[src/rtl/xor_frame_unit.sv]
// Streaming bitwise XOR of word pairs through a 2-entry FIFO, with per-frame XOR checksum and
// saturating word count. Define XOR_PARITY_EN to store and present per-word parity.
module xor_frame_unit #(
    parameter int unsigned WIDTH = 8,
    parameter int unsigned CNT_W = 16
) (
    input  logic             clk,
    input  logic             rst_n,
    input  logic             in_valid,
    output logic             in_ready,
    input  logic [WIDTH-1:0] in_a,
    input  logic [WIDTH-1:0] in_b,
    input  logic             in_last,
    output logic             out_valid,
    input  logic             out_ready,
    output logic [WIDTH-1:0] out_x,
    output logic             out_parity,
    output logic             out_last,
    output logic             sum_valid,
    output logic [WIDTH-1:0] sum_x,
    output logic [CNT_W-1:0] sum_len
);

    typedef enum logic {StIdle, StInFrame} state_e;

    localparam logic [CNT_W-1:0] LenOne = CNT_W'(1);
    localparam logic [CNT_W-1:0] LenMax = {CNT_W{1'b1}};

    logic [WIDTH-1:0] mem_x_q [2];
    logic [1:0]       mem_last_q;
    logic             wr_ptr_q;
    logic             rd_ptr_q;
    logic [1:0]       count_q;
    logic             ready_en_q;
    logic             push;
    logic             pop;
    logic [WIDTH-1:0] in_x;

    state_e           state_q;
    logic [WIDTH-1:0] acc_x_q;
    logic [CNT_W-1:0] acc_len_q;
    logic [CNT_W-1:0] len_inc;
    logic             sum_valid_q;
    logic [WIDTH-1:0] sum_x_q;
    logic [CNT_W-1:0] sum_len_q;

    // ready_en_q keeps in_ready low until the first edge after reset release
    assign in_ready  = ready_en_q && (count_q != 2'd2);
    assign out_valid = (count_q != 2'd0);
    assign push      = in_valid && in_ready;
    assign pop       = out_valid && out_ready;
    assign in_x      = in_a ^ in_b;
    assign out_x     = mem_x_q[rd_ptr_q];
    assign out_last  = mem_last_q[rd_ptr_q];

    always_ff @(posedge clk or negedge rst_n) begin
        if (!rst_n) begin
            mem_x_q[0] <= '0;
            mem_x_q[1] <= '0;
            mem_last_q <= '0;
            wr_ptr_q   <= 1'b0;
            rd_ptr_q   <= 1'b0;
            count_q    <= 2'd0;
            ready_en_q <= 1'b0;
        end else begin
            ready_en_q <= 1'b1;
            if (push) begin
                mem_x_q[wr_ptr_q]    <= in_x;
                mem_last_q[wr_ptr_q] <= in_last;
                wr_ptr_q             <= ~wr_ptr_q;
            end
            if (pop) begin
                rd_ptr_q <= ~rd_ptr_q;
            end
            unique case ({push, pop})
                2'b10:   count_q <= count_q + 2'd1;
                2'b01:   count_q <= count_q - 2'd1;
                default: count_q <= count_q;
            endcase
        end
    end

`ifdef XOR_PARITY_EN
    logic [1:0] mem_par_q;

    always_ff @(posedge clk or negedge rst_n) begin
        if (!rst_n) begin
            mem_par_q <= '0;
        end else if (push) begin
            mem_par_q[wr_ptr_q] <= ^in_x;
        end
    end

    assign out_parity = mem_par_q[rd_ptr_q];
`else
    assign out_parity = 1'b0;
`endif

    always_comb begin
        len_inc = acc_len_q;
        if (acc_len_q != LenMax) begin
            len_inc = acc_len_q + LenOne;
        end
    end

    // Frame accumulator advances only on delivered (popped) words
    always_ff @(posedge clk or negedge rst_n) begin
        if (!rst_n) begin
            state_q     <= StIdle;
            acc_x_q     <= '0;
            acc_len_q   <= '0;
            sum_valid_q <= 1'b0;
            sum_x_q     <= '0;
            sum_len_q   <= '0;
        end else begin
            sum_valid_q <= 1'b0;
            if (pop) begin
                unique case (state_q)
                    StIdle: begin
                        if (out_last) begin
                            sum_valid_q <= 1'b1;
                            sum_x_q     <= out_x;
                            sum_len_q   <= LenOne;
                        end else begin
                            acc_x_q   <= out_x;
                            acc_len_q <= LenOne;
                            state_q   <= StInFrame;
                        end
                    end
                    StInFrame: begin
                        if (out_last) begin
                            sum_valid_q <= 1'b1;
                            sum_x_q     <= acc_x_q ^ out_x;
                            sum_len_q   <= len_inc;
                            state_q     <= StIdle;
                        end else begin
                            acc_x_q   <= acc_x_q ^ out_x;
                            acc_len_q <= len_inc;
                        end
                    end
                    default: state_q <= StIdle;
                endcase
            end
        end
    end

    assign sum_valid = sum_valid_q;
    assign sum_x     = sum_x_q;
    assign sum_len   = sum_len_q;

endmodule

[config.mk]
export PLATFORM = sky130hd
export DESIGN_NAME = xor_frame_unit
export DESIGN_NICKNAME = d
export VERILOG_FILES = /design/src/rtl/xor_frame_unit.sv
export SDC_FILE = /design/constraint.sdc
export NUM_CORES = 1
export LEC_CHECK = 0
export ABC_AREA = 0
export CORE_ASPECT_RATIO = 1.1
export CORE_MARGIN = 10
export CORE_UTILIZATION = 43
export CTS_BUF_LIST = sky130_fd_sc_hd__clkbuf_16
export CTS_CLUSTER_SIZE = 20
export DETAILED_ROUTE_END_ITERATION = 7
export PLACE_DENSITY = 0.69
export SLEW_MARGIN = 15
export SYNTH_ARGS = -nofsm -noshare
export SYNTH_HDL_FRONTEND = slang
export SYNTH_SLANG_ARGS = --single-unit
[constraint.sdc]
create_clock -name clk -period 2.3 [get_ports clk]
set_clock_uncertainty 0.2 [all_clocks]
set_input_delay 0.69 -clock clk [delete_from_list [all_inputs] [get_ports clk]]
set_output_delay 0.69 -clock clk [all_outputs]
set_load 0.01 [all_outputs]
==> results of run 1 <==
[cell families (layout without fill, tap and decap cells)]
| logic type | count (synthesis) | after routing | synth area share (%) |
|---|---|---|---|
| adder cells (fa/ha/maj) | 2 | 2 | 0.6758 |
| AO/OA/AOI/OAI | 100 | 100 | 15.82 |
| AND/OR/NAND/NOR | 132 | 132 | 17.74 |
| flip-flops | 73 | 73 | 49.34 |
| other | 2 | 2 | 0.2028 |
| multiplexers | 18 | 18 | 5.205 |
| buffers and inverters | 31 | 115 | 5.103 |
| XOR/XNOR | 25 | 25 | 5.914 |
[through the flow]
step | TNS, ns | instances | hold slack, ns | setup WS (ns) | utilization (%)
finish | -0.01030 | 578 | 0.1476 | -0.01030 | 57.10
floorplan | 0 | 383 | 0.1944 | 0.1886 | -
detailed placement | -2.472 | 558 | 0.2669 | -0.1357 | 53.75
global route | -0.04605 | 578 | 0.1914 | -0.04605 | 57.10
CTS | -0.07738 | 577 | 0.1627 | -0.04080 | 57.08
global placement | -1.537 | 558 | 0.2569 | -0.1160 | 53.75
[cell usage in the layout (no fill, tap or decap), types with 5 or more instances in the layout]
cell type and instances:
mux2_2 9, xor2_1 5, nand3_1 11, clkbuf_16 9
mux2i_1 7, buf_4 32, nor2_1 20, a21o_1 9
buf_2 7, dfrtp_1 71, xnor2_1 20, nand2_1 73
o21ai_0 45, a21oi_1 26, clkdlybuf4s50_1 44, inv_1 5
[critical path, delay by kind of cell (launching register included)]
family / cells / cell delay (ns)
flops: 1 / 0.41
mux: 1 / 0.30
buf+inv: 3 / 0.37
[sequential cells by signal, indices dropped and copies added (netlist names)]
name and count:
state_q 1, sum_valid 1, wr_ptr_q 1, count_q 2
ready_en_q 1, mem_x_q 16, acc_x_q 8, sum_x 8
rd_ptr_q 1, acc_len_q 16, sum_len 16, mem_last_q 2
[synthesized netlist by cell type, drive strengths merged (2+ instances only)]
master,number
a21o,9
a21oi,26
a31oi,3
and4,2
buf,9
clkbuf,17
conb,2
dfrtp,73
ha,2
inv,5
mux2,10
mux2i,8
nand2,74
nand2b,2
nand3,12
nand4,7
nor2,20
nor3,4
nor4,4
o211ai,3
o21ai,48
o22a,2
o31ai,2
or2,3
xnor2,20
xor2,5
[worst max-delay path by stage]
stage / start / end / slack (ns) / cells past startpoint
final: rd_ptr_q / out_x[5] / -0.01 / 4
after global routing: rd_ptr_q / out_x[5] / -0.05 / 4
after CTS: rd_ptr_q / out_x[5] / -0.04 / 4
after detailed placement: out_ready / acc_len_q[5] / -0.14 / 8
after global placement: rd_ptr_q / out_x[5] / -0.12 / 2
after floorplan: acc_len_q[1] / acc_len_q[3] / 0.19 / 7
[power breakdown]
group | total, uW | internal [uW] | leakage (uW) | switching [uW]
Combinational | 2650 | 1300 | 0.00111 | 1350
Clock | 1270 | 727 | 0.000128 | 545
Sequential | 2030 | 1720 | 0.000935 | 309
[per-layer routing]
| metal | global-route usage [%] | vias to the layer above | routed length [um] |
|---|---|---|---|
| li1 | - | 1481 | - |
| met5 | 0 | - | 0 |
| met4 | 4.043 | 0 | 104 |
| met2 | 23.68 | 60 | 4376 |
| met1 | 17.35 | 1442 | 3733 |
| met3 | 4.600 | 9 | 544 |
[layout make-up]
type	instances	area (um^2)
clock inverter	7	46.29
tap	111	138.9
inverter	5	18.77
fill	756	3607
clock buffer	9	225.2
timing repair buffer	94	848.3
multi-input combinational	279	1694
sequential	73	1829
[timing repair]
item	4_1_cts	5_1_grt
endpoints found under the setup margin	11	3
gates resized for setup	42	3
hold endpoints to repair	0	0
buffers inserted	3	1
gates cloned	0	0
==> metrics.md, run 1 <==
| Metric | Value |
|---|---|
| Status | finished, violations left |
| Failing checks | setup timing |
| R2R Path Start | acc_len_q[0] |
| ANT cells | 0 |
| Die Wd | 108.5 um |
| CTS sink cnt | 73 |
| Synth Register Bits | 73 |
| Hold crit path type | in2async |
| CTS clock-pin slew for the worst setup and hold paths | 0.06 ns |
| Max-cap violations | 0 |
| # IOs | 58 |
| Distinct cell type count after synthesis | 47 |
| Via/cell ratio | 5.176 |
| DP Area | between 4000 and 5000 um^2 |
| Setup Viol. Count Final | 1 |
| Min cycle time layout | around 2.3 ns |
| Number of port buffers | 56 |
| Peak VDD IR | 0.7274 mV |
| Async S/R FF share, synth | 100.0% |
| Unrepaired setup endpoints after global routing | yes |
| Worst path most repeated cell | buf_6 |
| PwrDens | ~1200 nW/um^2 |
| Placer Congestion | approximately 0.85 |
| R2R Setup Slk | around 0.19 ns |
| Tcrit/Tclk final | 100.4% |
| Pre-antenna DRT Iters | 4 |
| CP endpoint kind | output port |
| Syn_nets | a little over 400 |
| Grt ovf | 0 |
| Startpoint types | register |
| Post-Syn Area | around 3700 um^2 |
| Dominant cell type by area after synthesis | dfrtp_1 |
| Final HPWL DP | ~6.5 mm |
| Final Hold Vio Count | 0 |
| Actual slew at the worst max-slew pin | 0.5675 ns |
| Kind of critical path | reg2out |
| Drc violations | 0 |
| Max-slew violation count | 0 |
| Worst-path cell chain | buf_6 > buf_6 > mux2_4 > buf_6 |
| Number of synthesized flops with an enable pin | 0 |
| Initial antenna violation count | 0 |
| GRT Util Overall | 14.36% |
| Fraction of layout cells with a size suffix above 1 | between 10% and 20% |
| Final Cell Area | 4801 um^2 |
| Total number of vias | 2992 |
| Worst-Skew Late Latency | 0.33 ns |
| Detailed Route Iter0 Violations | between 100 and 150 |
| Row count | 35 |
| CP Data Arrival Time | 1.42 ns |
| Power, Total | 5950 uW |
| Initial Util | ~44% |
| Synthesized area per cell | 9.667 um^2 |
| Core area | 8408 um^2 |
| Clock root buffer | clkbuf_16 |
| Post-synth top flop | dfrtp_1 |
| Die Y | 117.3 um |
| Total die area | 12730 um^2 |
| Worst stage delay on the critical path | 0.41 ns |
| Worst r2r path cells | 6 |
| Avg WL per Cell | 15.15 um |
| Area growth syn-to-layout | 29.67% |
| Setup ws final | -0.01030 ns |
| First-pass GRT wire length | ~15 mm |
| Crit-path slowest cell | dfrtp_2 |
| Layout Nets | between 400 and 500 |
| Top cell type's share of synthesized area | 49.34% |
| CTS tree | done |
| Vias in the first global route | 3037 |
| LEAKAGE | 0.002177 uW |
| Fmax | about 430 MHz |
| CTS H-tree depth | 3 |
| RR Endpoint | acc_len_q[3] |
| Cts hold-fix bufs | 0 |
| Crit path max fanout | 5 |
| CTS max path bufs | 2 |
| Largest net degree at the start of global routing | 31 |
| Top cells by area, synth | dfrtp_1 (49%), nand2_1 (7.4%), o21ai_0 (6.1%) |
| Worst Path Required | 1.41 ns |
| Syn Inst Count | 383 |
| WL final | 8.758 mm |
| Final ANT Viol Nets | 0 |
| Ys Warns | 0 |
| Num CTS Buffers | 9 |
| Slew headroom | 62.17% |
| Seq/Total Area, Yosys | 49.34% |
Note: power is estimated with default switching activity, not from simulation.
==> run 2, diff against run 1 <==
--- a/config.mk
+++ b/config.mk
@@ -12,7 +12,7 @@
 export CTS_BUF_LIST = sky130_fd_sc_hd__clkbuf_16
 export CTS_CLUSTER_SIZE = 20
 export DETAILED_ROUTE_END_ITERATION = 7
-export PLACE_DENSITY = 0.69
+export PLACE_DENSITY = 0.66
 export SLEW_MARGIN = 15
 export SYNTH_ARGS = -nofsm -noshare
 export SYNTH_HDL_FRONTEND = slang
==> run 2 against run 1 <==
Against the previous run: the flow still finishes with violations (setup timing); global-route usage fell by 0.31 points; die area stayed put; clock power grew 28%; setup slack got worse by 0.0020 ns; critical path type unchanged.
==> metrics.md, run 2 (synthesis results as in run 1) <==
| Metric | Value |
|---|---|
| Fmax | 432.5 MHz (was 432.8 MHz) |
| Tcrit/Tclk final | 100.5% (was 100.4%) |
| CTS clock-pin slew for the worst setup and hold paths | 0.06 ns (about the same) |
| # IOs | 58 (unchanged) |
| Drc violations | 0 (unchanged) |
| CP Data Arrival Time | 1.42 ns (about the same) |
| Setup ws final | -0.01234 ns (was -0.01030 ns) |
| Worst r2r path cells | 5 (was 6) |
| Kind of critical path | reg2out (unchanged) |
| Placer Congestion | 0.9250 (was 0.8497) |
| Largest net degree at the start of global routing | 45 (was 31) |
| Via/cell ratio | 5.087 (was 5.176) |
| Num CTS Buffers | 9 (unchanged) |
| Pre-antenna DRT Iters | 4 (unchanged) |
| CTS tree | done (unchanged) |
| Final HPWL DP | 6.027 mm (was 6.461 mm) |
| FILL cells | 747 (was 756) |
| CTS max path bufs | 2 (unchanged) |
| First-pass GRT wire length | 14.75 mm (was 15.00 mm) |
| Layout Nets | 485 (unchanged) |
| CTS sink cnt | 73 (unchanged) |
| Worst Path Required | 1.41 ns (about the same) |
| Row count | 35 (unchanged) |
| Final ANT Viol Nets | 0 (unchanged) |
| Initial antenna violation count | 0 (unchanged) |
| Worst path most repeated cell | buf_6 (unchanged) |
| Total number of vias | 2940 (was 2992) |
| Crit path max fanout | 5 (unchanged) |
| Max-cap violations | 0 (unchanged) |
| Clock root buffer | clkbuf_16 (unchanged) |
| WL final | 8.546 mm (was 8.758 mm) |
| R2R Path Start | acc_len_q[12] (was acc_len_q[0]) |
| Most common cell after layout, fill and taps aside | nand2_1 (unchanged) |
| Worst-path cell chain | buf_6 > buf_6 > mux2_4 > buf_6 (unchanged) |
| Number of port buffers | 56 (unchanged) |
| Worst-Skew Late Latency | 0.33 ns (about the same) |
| Total die area | 12730 um^2 (unchanged) |
| PwrDens | 1301 nW/um^2 (was 1239 nW/um^2) |
| Initial Util | 44.03% (unchanged) |
| Hold crit path type | in2async (unchanged) |
| Detailed Route Iter0 Violations | 137 (was 131) |
| Commonest non-fill, non-tap cells in the layout | nand2_1 (73), dfrtp_1 (71), o21ai_0 (45), clkdlybuf4s50_1 (44), buf_4 (33) (was nand2_1 (73), dfrtp_1 (71), o21ai_0 (45), clkdlybuf4s50_1 (44), buf_4 (32)) |
| Worst stage delay on the critical path | 0.42 ns (was 0.41 ns) |
| Startpoint types | register (unchanged) |
| Crit-path slowest cell | dfrtp_2 (unchanged) |
| Min cycle time layout | 2.312 ns (was 2.310 ns) |
| Final Hold Vio Count | 0 (unchanged) |
| Post-Route Utilization | 58.05% (was 57.10%) |
| Grt ovf | 0 (unchanged) |
| CP endpoint kind | output port (unchanged) |
| GRT Util Overall | 14.06% (was 14.36%) |
| Unrepaired setup endpoints after global routing | yes (unchanged) |
| ANT cells | 0 (unchanged) |
| R2R Setup Slk | 0.17 ns (was 0.19 ns) |
| LEAKAGE | 0.002220 uW (was 0.002177 uW) |
| Vias in the first global route | 3093 (was 3037) |
| Die Y | 117.3 um (unchanged) |
| Die Wd | 108.5 um (unchanged) |
| Setup Viol. Count Final | 1 (unchanged) |
| Status | finished, violations left (unchanged) |
| Core area | 8408 um^2 (unchanged) |
| RR Endpoint | acc_len_q[3] (unchanged) |
| CTS H-tree depth | 3 (unchanged) |
| Peak VDD IR | 0.6571 mV (was 0.7274 mV) |
| Cts hold-fix bufs | 0 (unchanged) |
| Max-slew violation count | 0 (unchanged) |
| Area growth syn-to-layout | 31.84% (was 29.67%) |
| Min Hold Slack | 0.09102 ns (was 0.1476 ns) |
| Fraction of layout cells with a size suffix above 1 | 18.63% (was 19.06%) |
| Failing checks | setup timing (unchanged) |
| Avg WL per Cell | 14.79 um (was 15.15 um) |
## run 2: metal layers
layer	wire length, um	share of wire [%]	vias to the layer above	GRT usage [%]
met2	4177	49	66	22.93
li1	-	-	1482	-
met4	165	1.9	0	5.528
met5	0	0	-	0
met1	3721	44	1379	16.84
met3	482	5.6	13	4.053
## run 2: final cells by class
cell class / count / area [um^2] / area share (%)
sequential: 73 / 1829 / 37.48
multi-input combinational: 279 / 1694 / 34.71
timing repair buffer: 94 / 855.8 / 17.53
clock buffer: 9 / 225.2 / 4.614
tap: 111 / 138.9 / 2.845
clock inverter: 7 / 118.9 / 2.435
inverter: 5 / 18.77 / 0.3845
## run 2: metrics by stage
stage / std cells / cell area (um^2) / power [uW] / TNS (ns) / setup WS [ns]
floorplan: 383 / 3702 / 3512 / 0 / 0.1886
global placement: 556 / 4507 / 4647 / -1.161 / -0.1183
detailed placement: 556 / 4507 / 4707 / -1.771 / -0.1455
CTS: 576 / 4865 / 6353 / -0.03585 / -0.01915
global route: 578 / 4881 / 6815 / -0.07425 / -0.03763
finish: 578 / 4881 / 6352 / -0.01234 / -0.01234
## run 2: power by group
group / total [uW] / internal (uW) / switching [uW]
combinational: 2730 / 1350 / 1380
sequential: 2000 / 1720 / 285
clock: 1620 / 1060 / 556
## run 2: repair_timing
item	CTS	global route
endpoints found under the setup margin	11	3
resized for setup	42	3
endpoints found under the hold margin	0	0
buffers inserted	4	2
## run 2: worst max-delay path by stage
stage                  from            to  slack, ns  cells past startpoint
2_1_floorplan  acc_len_q[1]  acc_len_q[3]       0.19                      7
4_1_cts            rd_ptr_q      out_x[0]      -0.02                      4
3_5_place_dp      out_ready  acc_len_q[7]      -0.15                      9
3_3_place_gp       rd_ptr_q      out_x[3]      -0.12                      2
6_report           rd_ptr_q      out_x[0]      -0.01                      4
5_1_grt            rd_ptr_q      out_x[0]      -0.04                      4
## run 2: worst max-delay path, delay by kind of cell, from the launching register on
| family | cells | cell delay (ns) |
|---|---|---|
| flip-flops | 1 | 0.42 |
| multiplexers | 1 | 0.30 |
| buffers and inverters | 3 | 0.37 |
